--- config.mk ---
export PLATFORM = sky130hd
export DESIGN_NAME = measure_sequencer
export DESIGN_NICKNAME = d
export VERILOG_FILES = /design/src/rtl/measure_sequencer.sv
export SDC_FILE = /design/constraint.sdc
export NUM_CORES = 1
export LEC_CHECK = 0
export ABC_CLOCK_PERIOD_IN_PS = 3300
export CAP_MARGIN = 5
export CORE_ASPECT_RATIO = 0.6
export CORE_MARGIN = 3
export CORE_UTILIZATION = 45
export DETAILED_ROUTE_END_ITERATION = 8
export GPL_ROUTABILITY_DRIVEN = 0
export GPL_TIMING_DRIVEN = 0
export PLACE_DENSITY = 0.76
export SYNTH_ARGS = -nofsm -noshare
export SYNTH_HDL_FRONTEND = slang
export SYNTH_SLANG_ARGS = --single-unit
export TNS_END_PERCENT = 5
--- constraint.sdc ---
create_clock -name clk -period 3.3 [get_ports clk]
set_input_delay 0.495 -clock clk [delete_from_list [all_inputs] [get_ports clk]]
set_output_delay 0.495 -clock clk [all_outputs]
set_load 0.005 [all_outputs]
--- src/rtl/measure_sequencer.sv ---
// Measurement scheduler: walks detect -> lock -> gain -> settle -> capture,
// with per-state timeouts, stability-loss recapture and MCU-readable status.
module measure_sequencer #(
    parameter int              CNT_W         = 24,
    parameter logic [CNT_W-1:0] LOCK_TIMEOUT  = CNT_W'(2_000_000),
    parameter logic [CNT_W-1:0] SETTLE_CYCLES = CNT_W'(4096),
    parameter logic [CNT_W-1:0] CAP_TIMEOUT   = CNT_W'(8_000_000),
    parameter int              MAX_RETRY     = 3
) (
    input  logic       clk,
    input  logic       rst_n,
    input  logic       start,
    input  logic       abort,
    input  logic       freq_det_stable,
    input  logic       freq_stable,
    input  logic       gain_stable,
    input  logic       cap_done,
    output logic       cap_start,
    output logic       busy,
    output logic       done,
    output logic [2:0] err_code,
    output logic [2:0] state_o,
    output logic [1:0] retry_cnt
);

    typedef enum logic [2:0] {
        IDLE      = 3'd0,
        WAIT_DET  = 3'd1,
        WAIT_LOCK = 3'd2,
        WAIT_GAIN = 3'd3,
        SETTLE    = 3'd4,
        CAPTURE   = 3'd5,
        DONE      = 3'd6,
        ERROR     = 3'd7
    } state_t;

    localparam logic [2:0] ERR_NONE    = 3'd0;
    localparam logic [2:0] ERR_DET     = 3'd1;
    localparam logic [2:0] ERR_LOCK    = 3'd2;
    localparam logic [2:0] ERR_GAIN    = 3'd3;
    localparam logic [2:0] ERR_CAP     = 3'd4;
    localparam logic [2:0] ERR_RETRY   = 3'd5;
    localparam logic [2:0] ERR_ABORT   = 3'd6;

    // Counter values at which the last permitted cycle of each state is reached
    localparam logic [CNT_W-1:0] LOCK_LAST   = LOCK_TIMEOUT - CNT_W'(1);
    localparam logic [CNT_W-1:0] SETTLE_LAST = SETTLE_CYCLES - CNT_W'(1);
    localparam logic [CNT_W-1:0] CAP_LAST    = CAP_TIMEOUT - CNT_W'(1);
    localparam logic [CNT_W-1:0] CNT_MAX     = '1;

    state_t           state_reg, state_next;
    logic [CNT_W-1:0] cnt_reg, cnt_next, cnt_inc;
    logic [2:0]       err_reg, err_next;
    logic [1:0]       retry_reg, retry_next;
    logic             cap_start_reg, cap_start_next;
    logic             busy_reg, busy_next;
    logic             done_reg, done_next;
    logic             in_busy_state;

    assign in_busy_state = (state_reg != IDLE) && (state_reg != DONE) && (state_reg != ERROR);
    assign cnt_inc       = (cnt_reg == CNT_MAX) ? cnt_reg : cnt_reg + CNT_W'(1);

    // State and registered outputs
    always_ff @(posedge clk or negedge rst_n) begin
        if (!rst_n) begin
            state_reg     <= IDLE;
            cnt_reg       <= '0;
            err_reg       <= ERR_NONE;
            retry_reg     <= 2'd0;
            cap_start_reg <= 1'b0;
            busy_reg      <= 1'b0;
            done_reg      <= 1'b0;
        end else begin
            state_reg     <= state_next;
            cnt_reg       <= cnt_next;
            err_reg       <= err_next;
            retry_reg     <= retry_next;
            cap_start_reg <= cap_start_next;
            busy_reg      <= busy_next;
            done_reg      <= done_next;
        end
    end

    // Next-state, counter and status
    always_comb begin
        state_next = state_reg;
        cnt_next   = cnt_inc;
        err_next   = err_reg;
        retry_next = retry_reg;

        if (in_busy_state && abort) begin
            state_next = ERROR;
            err_next   = ERR_ABORT;
            cnt_next   = '0;
        end else begin
            case (state_reg)
                IDLE, DONE, ERROR: begin
                    cnt_next = '0;
                    if (start) begin
                        state_next = WAIT_DET;
                        err_next   = ERR_NONE;
                        retry_next = 2'd0;
                    end
                end
                WAIT_DET: begin
                    if (freq_det_stable) begin
                        state_next = WAIT_LOCK;
                        cnt_next   = '0;
                    end else if (cnt_reg == LOCK_LAST) begin
                        state_next = ERROR;
                        err_next   = ERR_DET;
                        cnt_next   = '0;
                    end
                end
                WAIT_LOCK: begin
                    if (!freq_det_stable) begin
                        state_next = WAIT_DET;
                        cnt_next   = '0;
                    end else if (freq_stable) begin
                        state_next = WAIT_GAIN;
                        cnt_next   = '0;
                    end else if (cnt_reg == LOCK_LAST) begin
                        state_next = ERROR;
                        err_next   = ERR_LOCK;
                        cnt_next   = '0;
                    end
                end
                WAIT_GAIN: begin
                    if (!freq_det_stable) begin
                        state_next = WAIT_DET;
                        cnt_next   = '0;
                    end else if (!freq_stable) begin
                        state_next = WAIT_LOCK;
                        cnt_next   = '0;
                    end else if (gain_stable) begin
                        state_next = SETTLE;
                        cnt_next   = '0;
                    end else if (cnt_reg == LOCK_LAST) begin
                        state_next = ERROR;
                        err_next   = ERR_GAIN;
                        cnt_next   = '0;
                    end
                end
                SETTLE: begin
                    if (!freq_det_stable) begin
                        state_next = WAIT_DET;
                        cnt_next   = '0;
                    end else if (!freq_stable) begin
                        state_next = WAIT_LOCK;
                        cnt_next   = '0;
                    end else if (!gain_stable) begin
                        state_next = WAIT_GAIN;
                        cnt_next   = '0;
                    end else if (cnt_reg == SETTLE_LAST) begin
                        state_next = CAPTURE;
                        cnt_next   = '0;
                    end
                end
                CAPTURE: begin
                    // cap_done outranks a simultaneous stability loss
                    if (cap_done) begin
                        state_next = DONE;
                        cnt_next   = '0;
                    end else if (!freq_stable || !gain_stable) begin
                        cnt_next = '0;
                        if (int'(retry_reg) < MAX_RETRY) begin
                            retry_next = retry_reg + 2'd1;
                            state_next = freq_det_stable ? WAIT_LOCK : WAIT_DET;
                        end else begin
                            state_next = ERROR;
                            err_next   = ERR_RETRY;
                        end
                    end else if (cnt_reg == CAP_LAST) begin
                        state_next = ERROR;
                        err_next   = ERR_CAP;
                        cnt_next   = '0;
                    end
                end
                default: begin
                    state_next = IDLE;
                    cnt_next   = '0;
                end
            endcase
        end
    end

    // Output decode, registered one edge later alongside the state
    always_comb begin
        cap_start_next = (state_next == CAPTURE) && (state_reg != CAPTURE);
        busy_next      = (state_next != IDLE) && (state_next != DONE) && (state_next != ERROR);
        done_next      = (state_next == DONE);
    end

    assign cap_start = cap_start_reg;
    assign busy      = busy_reg;
    assign done      = done_reg;
    assign err_code  = err_reg;
    assign state_o   = state_reg;
    assign retry_cnt = retry_reg;

endmodule
; Yosys cells after proc, flatten, opt, wreduce, memory -nomap -nowiden
; Index checks and enable logic that the tools add are counted.
[totals]
ff_bits = 35
output_inout_bits = 11
in_bits = 8
elab_cells = 120
[classes]
reduce_logical = 17
n_bitwise = 1
mux = 57
eq_ne = 35
n_lt_le_gt_ge = 1
n_addsub = 2
[ops]
columns = operator, n
row1 = 24-bit 2-to-1 mux, 16
row2 = 24-bit case mux with 6 select lines, 1
row3 = 3-bit 2-to-1 mux, 32
row4 = "3-bit != test, second input constant", 16
row5 = "24-bit by 1-bit adder with 24-bit output, second input constant", 1
row6 = "24-bit by 12-bit == test with 1-bit output, second input constant", 1
row7 = "24-bit by 21-bit == test with 1-bit output, second input constant", 1
row8 = "24-bit by 23-bit == test with 1-bit output, second input constant", 1
row9 = "24-bit == test, second input constant", 1
row10 = "3-bit == test, second input constant", 6
row11 = 3-bit case mux with 6 select lines, 1
row12 = 3-bit case mux with 5 select lines, 1
row13 = 14-bit AND reduction, 1
row14 = 2-bit 2-to-1 mux, 5
row15 = "2-bit != test, second input constant", 4
row16 = "4-bit != test, second input constant", 2
row17 = "3-bit by 2-bit == test with 1-bit output, second input constant", 2
row18 = 1-bit logical AND, 6
row19 = 6-bit AND reduction, 1
row20 = 3-bit nonzero test, 2
row21 = 6-bit nonzero test, 1
row22 = 2-bit case mux with 2 select lines, 1
row23 = "3-bit by 1-bit == test with 1-bit output, second input constant", 1
row24 = 3-bit logical NOT, 1
row25 = other kinds (7), 8

; Logic depth before layout (Yosys ltp)
; Gate-level depths: netlist of run 1.
[logic_depth]
depth_word = 10
mapped_depth = 10
ltp_nobuf = 9

; Worst setup path before layout of run 1
; OpenSTA, ideal clock, no wires.
[synth_timing]
path_type = in2reg
from = input gain_stable
to = register err_reg[2], in the netlist err_code[2]
setup_time_ps = 124
path_buffers = 1
setup_slack_ps = 1202
path_stages = 9
arrival_time_ps = 1975
required_ps = 3176
cell_sequence = clkbuf_1 nand2_1 a31oi_1 a21oi_1 a211o_1 a41oi_2 nand4_2 and3_4 o31a_1
[synth_between]
elab_chain_cells = 6
elab_cells_between_ends = 10
cone_classes = 3 x eq/ne / 4 x mux / 3 x reduce/logical
[synth_rtl]
columns = element, line
row1 = "start, declared", 16  ; input logic gain_stable,
row2 = 1-bit logical NOT, 164  ; end else if (!freq_stable || !gain_stable) begin
row3 = 1-bit logical OR, 164
row4 = 3-bit 2-to-1 mux, 164
row5 = 3-bit 2-to-1 mux, 161  ; if (cap_done) begin
row6 = 3-bit case mux with 5 select lines, 96  ; case (state_reg)
row7 = 3-bit 2-to-1 mux, 91  ; if (in_busy_state && abort) begin
row8 = "end signal, assigned", 76  ; err_reg <= err_next;
row9 = "end, declared", 53  ; logic [2:0] err_reg, err_next;
; Several ways; a longest one is shown, not always the timed one. The select of a mux whose other input is x is not followed.
; A chain may end at the register's enable or synchronous reset.

; Final worst setup path of run 1
[layout_timing]
from = input freq_det_stable
to = register err_reg[2], in the netlist err_code[2]
[layout_between]
elab_chain_cells = 2
elab_cells_between_ends = 4
cone_classes = 3 x eq/ne / 1 x reduce/logical
[layout_rtl]
columns = element, line
row1 = "start, declared", 14  ; input logic freq_det_stable,
row2 = 3-bit != test (no line), --
row3 = 14-bit AND reduction (no line) (*), --
; Mark *: on every way between the ends. The rest lies on a longest branch, timed or not.

==> impl_metrics.csv, run 1 <==
group,metric,value,unit
cts,htreeDepth,2,
layout,fin_nets,293,
worst_setup_path,end_kind,"flip-flop",
synthesis,ys_types,52,
route,wl_per_cell,15.8,µm
route,ant_nets,0,
route,drc,0,
layout,area_growth,15.3,%
synthesis,syn_area_per_cell,8.50,µm²
timing,hold_viol_final,0,
timing,fin_crit,2.63,ns
run_status,run_status,"finished clean",
timing,finalCritPeriodShare,0.798,
cts,clock-root-buffer,"clkbuf_8",
placement,port_buffers,17,
worst_setup_path,cp-start-kind,"input pin",
layout,finalNonFillerCells,347,
flow_run,maxCapViolCount,0,
floorplan,die_w,96.3,µm
synthesis,ys_ff_latch,35,
worst_setup_path,reg2reg_depth,7,
cts,cts_tree,"yes",
layout,n_fill_cell,426,
cts,cts.repair.resized,0,
placement,hpwl,4.05,mm
timing,relSlewSlack,0.492,
synthesis,synth_edf_count,0,
cts,clk_path_buf_depth,2,
floorplan,fp.dieH,60.2,µm
worst_setup_path,startpoint,"freq_det_stable",
synthesis,yosys_warnings,0,
worst_setup_path,r2r-end,"err_code[2]",
synthesis,seq_area_frac_synth,0.398,
cts,cts_post_setup_buffers_inserted,0,
synthesis,yosysMostFrequentCell,"nor2_1",
worst_setup_path,reg2reg_from,"state_o[1]",
floorplan,rows,19,
layout,drive_gt1_frac,0.106,
route,drtIter0Drc,208,
route,first_pass_iters,5,
worst_hold_path,hp-class,"in2async",
synthesis,ys.flop_type,"dfrtp_1",
layout,final_util,0.547,
timing,tns,0,ns
route,wl,5.50,mm
floorplan,die_area,5790,µm²
worst_setup_path,worstPathRequired,3.48,ns
synthesis,ys_top_cells_by_area,"dfrtp_1, nor2_1, xor2_1",
timing,rsz0062_at_grt,"no",
floorplan,start_util,0.475,
pwr,ir_drop,0.452,mV
cts,cts.hold.buffers_added,0,
global_route,antenna_found_initial,0,
route,vias_per_cell,5.89,
worst_setup_path,rrSetupSlack,0.82,ns
layout,largest_register_ffs,24,
synthesis,syn_area,2200,µm²
placement,dpl.cell_count,339,
cts,clk_pin_slew,0.08,ns
timing,finClkSkew,0.00890,ns
timing,worstMarginPinSlew,0.761,ns
global_route,grt_overflow_total,0,
global_route,gr-usage-all-layers,0.209,
synthesis,synthArstFlopShare,1.00,
synthesis,synthTopCellsByCount,"nor2_1, dfrtp_1, nand2_1, xor2_1, nand3_1",
global_route,grt_max_degree,36,
worst_setup_path,crit_type,"in2reg",
timing,maxSlewViolCount,0,
synthesis,yosysTopAreaCellShare,0.398,
global_route,grt_pass1_wl,9.04,mm
worst_setup_path,crit_path_cell_trace,"clkdlybuf4s50_1, clkbuf_1, a21oi_1, a211o_1, a41oi_2, nand4_2, and3_4, o31a_1",
cts,clock-sinks,35,
synthesis,yosysTopAreaCell,"dfrtp_1",
worst_setup_path,cpMaxStageDelayCell,"clkdlybuf4s50_1",
global_route,grt_pass1_vias,1773,
cts,worstSkewPairLatency,0.30,ns
worst_setup_path,critPathMaxFanout,10,
timing,finalSetupViolCount,0,
timing,max_freq,380,MHz
synthesis,syn_inst,259,
pwr,p_per_area,616,nW/µm²
pwr,power.leakage,1.01,nW
route,route.vias.total,2045,
floorplan,io-pin-count,19,
worst_setup_path,critPathMaxStageDelay,0.56,ns
cts,numCtsBuffers,5,
synthesis,synthesis.nets,269,
worst_setup_path,worstPathArrival,2.82,ns
layout,antennaDiodeCount,0,
floorplan,core,4640,µm²
pwr,total_power,1.56,mW
-- worst max-delay path, delay by kind of cell --
family | cells | cell delay [ns]
and+or+nand+nor | 2 | 0.40
buffers and inverters | 2 | 0.94
AOI/OAI and AO/OA | 4 | 0.98
-- final cells by class --
type	instances	area (µm²)	share of cell area
clock inverter	3	23.8	0.00937
buffer	10	48.8	0.0192
tap	63	78.8	0.0311
sequential	35	876	0.345
inverter	6	22.5	0.00888
clock buffer	5	68.8	0.0271
timing repair buffer	17	165	0.0651
multi-input combinational	208	1250	0.494
-- metrics by stage --
step                      hold slack, ns  area [µm²]  setup slack [ns]
after floorplan                    0.199        2200              1.20
after global placement             0.498        2450             0.432
after detailed placement           0.495        2440             0.389
after CTS                          0.288        2540             0.702
after global routing               0.321        2540             0.505
final                              0.260        2540             0.666
-- cell usage in the layout (no fill, tap or decap), drive strengths merged, types with 5 or more instances in the layout --
master / instances
nor2: 47
and3: 5
a21oi: 11
clkbuf: 10
clkdlybuf4s50: 16
dfrtp: 35
nand2: 32
inv: 7
nand4: 8
o21ai: 12
buf: 6
and4: 6
nand3: 13
xor2: 16
xnor2: 6
nor3: 6
-- routing by layer --
layer	part of all wire	up-vias	GRT usage
li1	-	966	-
met2	0.39	74	0.254
met1	0.53	996	0.342
met5	0	-	0
met4	0.015	0	0.0729
met3	0.064	9	0.0491
-- cells by family (layout without fill, tap and decap cells) --
logic type	Yosys count	count (layout)	synth area share
and+or+nand+nor	135	135	0.316
AOI/OAI and AO/OA	44	44	0.131
DFF	35	35	0.398
xor gates and xnor gates	22	22	0.0875
buffers and inverters	16	41	0.0324
muxes	5	5	0.0233
adders and majority gates	2	2	0.0114
-- worst max-delay path by stage --
stage,cells after the start,end,slack (ns)
finish,8,err_code[2],0.67
global route,8,err_code[2],0.51
floorplan,9,err_code[2],1.20
CTS,8,err_code[2],0.70
global placement,8,err_code[2],0.43
detailed placement,8,err_code[2],0.39
-- power breakdown --
| group | switching, mW | total, mW | leakage, nW | internal (mW) |
|---|---|---|---|---|
| Sequential | 0.0584 | 0.542 | 0.467 | 0.483 |
| Clock | 0.176 | 0.326 | 0.0408 | 0.151 |
| Combinational | 0.392 | 0.696 | 0.500 | 0.304 |
| Total | 0.626 | 1.56 | 1.01 | 0.938 |
Note: power is estimated with default switching activity, not from simulation.
==> inputs of run 2 (changes only) <==
--- a/config.mk
+++ b/config.mk
@@ -5,7 +5,7 @@
 export SDC_FILE = /design/constraint.sdc
 export NUM_CORES = 1
 export LEC_CHECK = 0
-export ABC_CLOCK_PERIOD_IN_PS = 3300
+export ABC_CLOCK_PERIOD_IN_PS = 2150
 export CAP_MARGIN = 5
 export CORE_ASPECT_RATIO = 0.6
 export CORE_MARGIN = 3
@@ -13,7 +13,7 @@
 export DETAILED_ROUTE_END_ITERATION = 8
 export GPL_ROUTABILITY_DRIVEN = 0
 export GPL_TIMING_DRIVEN = 0
-export PLACE_DENSITY = 0.76
+export PLACE_DENSITY = 0.78
 export SYNTH_ARGS = -nofsm -noshare
 export SYNTH_HDL_FRONTEND = slang
 export SYNTH_SLANG_ARGS = --single-unit
==> constraint.sdc (replaced) <==
create_clock -name clk -period 2.15 [get_ports clk]
set_input_delay 0.3225 -clock clk [delete_from_list [all_inputs] [get_ports clk]]
set_output_delay 0.3225 -clock clk [all_outputs]
set_load 0.005 [all_outputs]
==> impl_metrics.csv, run 2 (synthesis results as in run 1) <==
group,metric,value,unit
route,wl_per_cell,15.7,µm
floorplan,rows,19,
route,drc,0,
layout,final_cell_mix,"nor2_1, nand2_1, dfrtp_1",
global_route,antenna_found_initial,0,
floorplan,core,4640,µm²
global_route,grt_max_degree,36,
worst_setup_path,critPathMaxStageDelay,0.57,ns
pwr,p_per_area,913,nW/µm²
worst_hold_path,hp-class,"in2async",
global_route,grt_pass1_vias,1813,
worst_setup_path,critPathMaxFanout,3,
layout,final_common_cell,"nor2_1",
worst_setup_path,worstPathArrival,2.48,ns
run_status,violations,"negative setup slack",
placement,port_buffers,17,
floorplan,start_util,0.475,
flow_run,maxCapViolCount,0,
cts,worstSkewPairLatency,0.29,ns
timing,setup_ws,-0.125,ns
timing,relSlewSlack,0.494,
timing,finClkSkew,0.00644,ns
cts,clock-root-buffer,"clkbuf_8",
cts,clk_path_buf_depth,2,
global_route,gr-usage-all-layers,0.205,
timing,worstMarginPinSlew,0.759,ns
cts,clock-sinks,35,
pwr,power.leakage,1.11,nW
timing,rsz0062_at_grt,"yes",
worst_setup_path,crit_type,"reg2reg",
cts,numCtsBuffers,5,
worst_setup_path,cpMaxStageDelayCell,"or4_4",
cts,clk_pin_slew,0.07,ns
route,vias_per_cell,5.84,
pwr,ir_drop,0.553,mV
timing,fin_crit,2.27,ns
route,route.vias.total,2126,
timing,tns,-2.51,ns
timing,hold_viol_final,0,
run_status,run_status,"finished with violations",
route,wl,5.73,mm
route,drtIter0Drc,291,
worst_setup_path,end_kind,"flip-flop",
floorplan,fp.dieH,60.2,µm
route,first_pass_iters,6,
timing,finalSetupViolCount,28,
cts,htreeDepth,2,
layout,drive_gt1_frac,0.213,
global_route,grt_pass1_wl,8.94,mm
layout,area_growth,24.9,%
floorplan,die_area,5790,µm²
layout,n_fill_cell,388,
timing,whs,0.106,ns
worst_setup_path,worstPathRequired,2.36,ns
timing,finalCritPeriodShare,1.06,
layout,largest_register_ffs,24,
placement,hpwl,3.81,mm
layout,antennaDiodeCount,0,
floorplan,die_w,96.3,µm
route,ant_nets,0,
layout,fin_nets,310,
worst_setup_path,cp-start-kind,"flip-flop",
cts,cts_tree,"yes",
floorplan,io-pin-count,19,
cts,cts.hold.buffers_added,0,
global_route,grt_overflow_total,0,
worst_setup_path,crit_path_cell_trace,"or4_4, nor4_4, nand4_1, o31a_1, nand4_2, and3_4, mux2i_1",
timing,max_freq,440,MHz
timing,maxSlewViolCount,0,
[run 2: path summary, 6_finish.rpt]
path	start	end	slack [ns]	cells after the start
min reg2reg	err_code[0]	err_code[0]	0.53	2
min	rst_n	cnt_reg[20]	0.11	1
max	cnt_reg[16]	err_code[1]	-0.12	7
max in group asynchronous	rst_n	state_o[2]	1.52	1
max reg2reg	cnt_reg[16]	err_code[1]	-0.12	7
min in group clk	err_code[0]	err_code[0]	0.53	2
[run 2: worst max-delay path, delay by kind of cell (launching register included)]
family | cells | cell delay (ns)
and+or+nand+nor | 5 | 1.25
AOI/OAI and AO/OA | 1 | 0.34
DFF | 1 | 0.43
muxes | 1 | 0.18
[run 2: layout make-up]
class / count / area [µm²] / area share
clock buffer: 6 / 72.6 / 0.0264
multi-input combinational: 208 / 1310 / 0.478
inverter: 6 / 22.5 / 0.00819
sequential: 35 / 882 / 0.321
timing repair buffer: 34 / 299 / 0.109
clock inverter: 2 / 12.5 / 0.00455
buffer: 10 / 67.6 / 0.0246
tap: 63 / 78.8 / 0.0287
[run 2: power breakdown]
part	leakage (nW)	internal [mW]	switching, mW	total, mW
logic	0.606	0.564	0.644	1.21
registers	0.462	0.748	0.0887	0.837
clock network	0.0412	0.226	0.238	0.464
total	1.11	1.54	0.971	2.51
[run 2: metrics by stage]
stage,util,std cells,power (mW),setup WS (ns),cell area [µm²]
after floorplan,-,259,1.51,0.0865,2200
after detailed placement,0.527,339,1.88,-0.588,2440
after CTS,0.571,359,2.42,-0.0871,2650
after global placement,0.528,339,1.87,-0.529,2450
final,0.593,364,2.51,-0.125,2750
after global routing,0.593,364,2.66,-0.216,2750
[run 2: repair_timing]
item	CTS	global route
pin swaps	9	10
endpoints found under the setup margin	27	32
cloned	1	0
gates resized for setup	13	20
setup buffers	11	5
[run 2: routing by layer]
layer | vias up | part of all wire | global-route usage
met4 | 0 | 0.017 | 0.0587
met2 | 127 | 0.39 | 0.267
li1 | 1002 | - | -
met5 | - | 0 | 0
met3 | 14 | 0.098 | 0.0528
met1 | 983 | 0.49 | 0.324
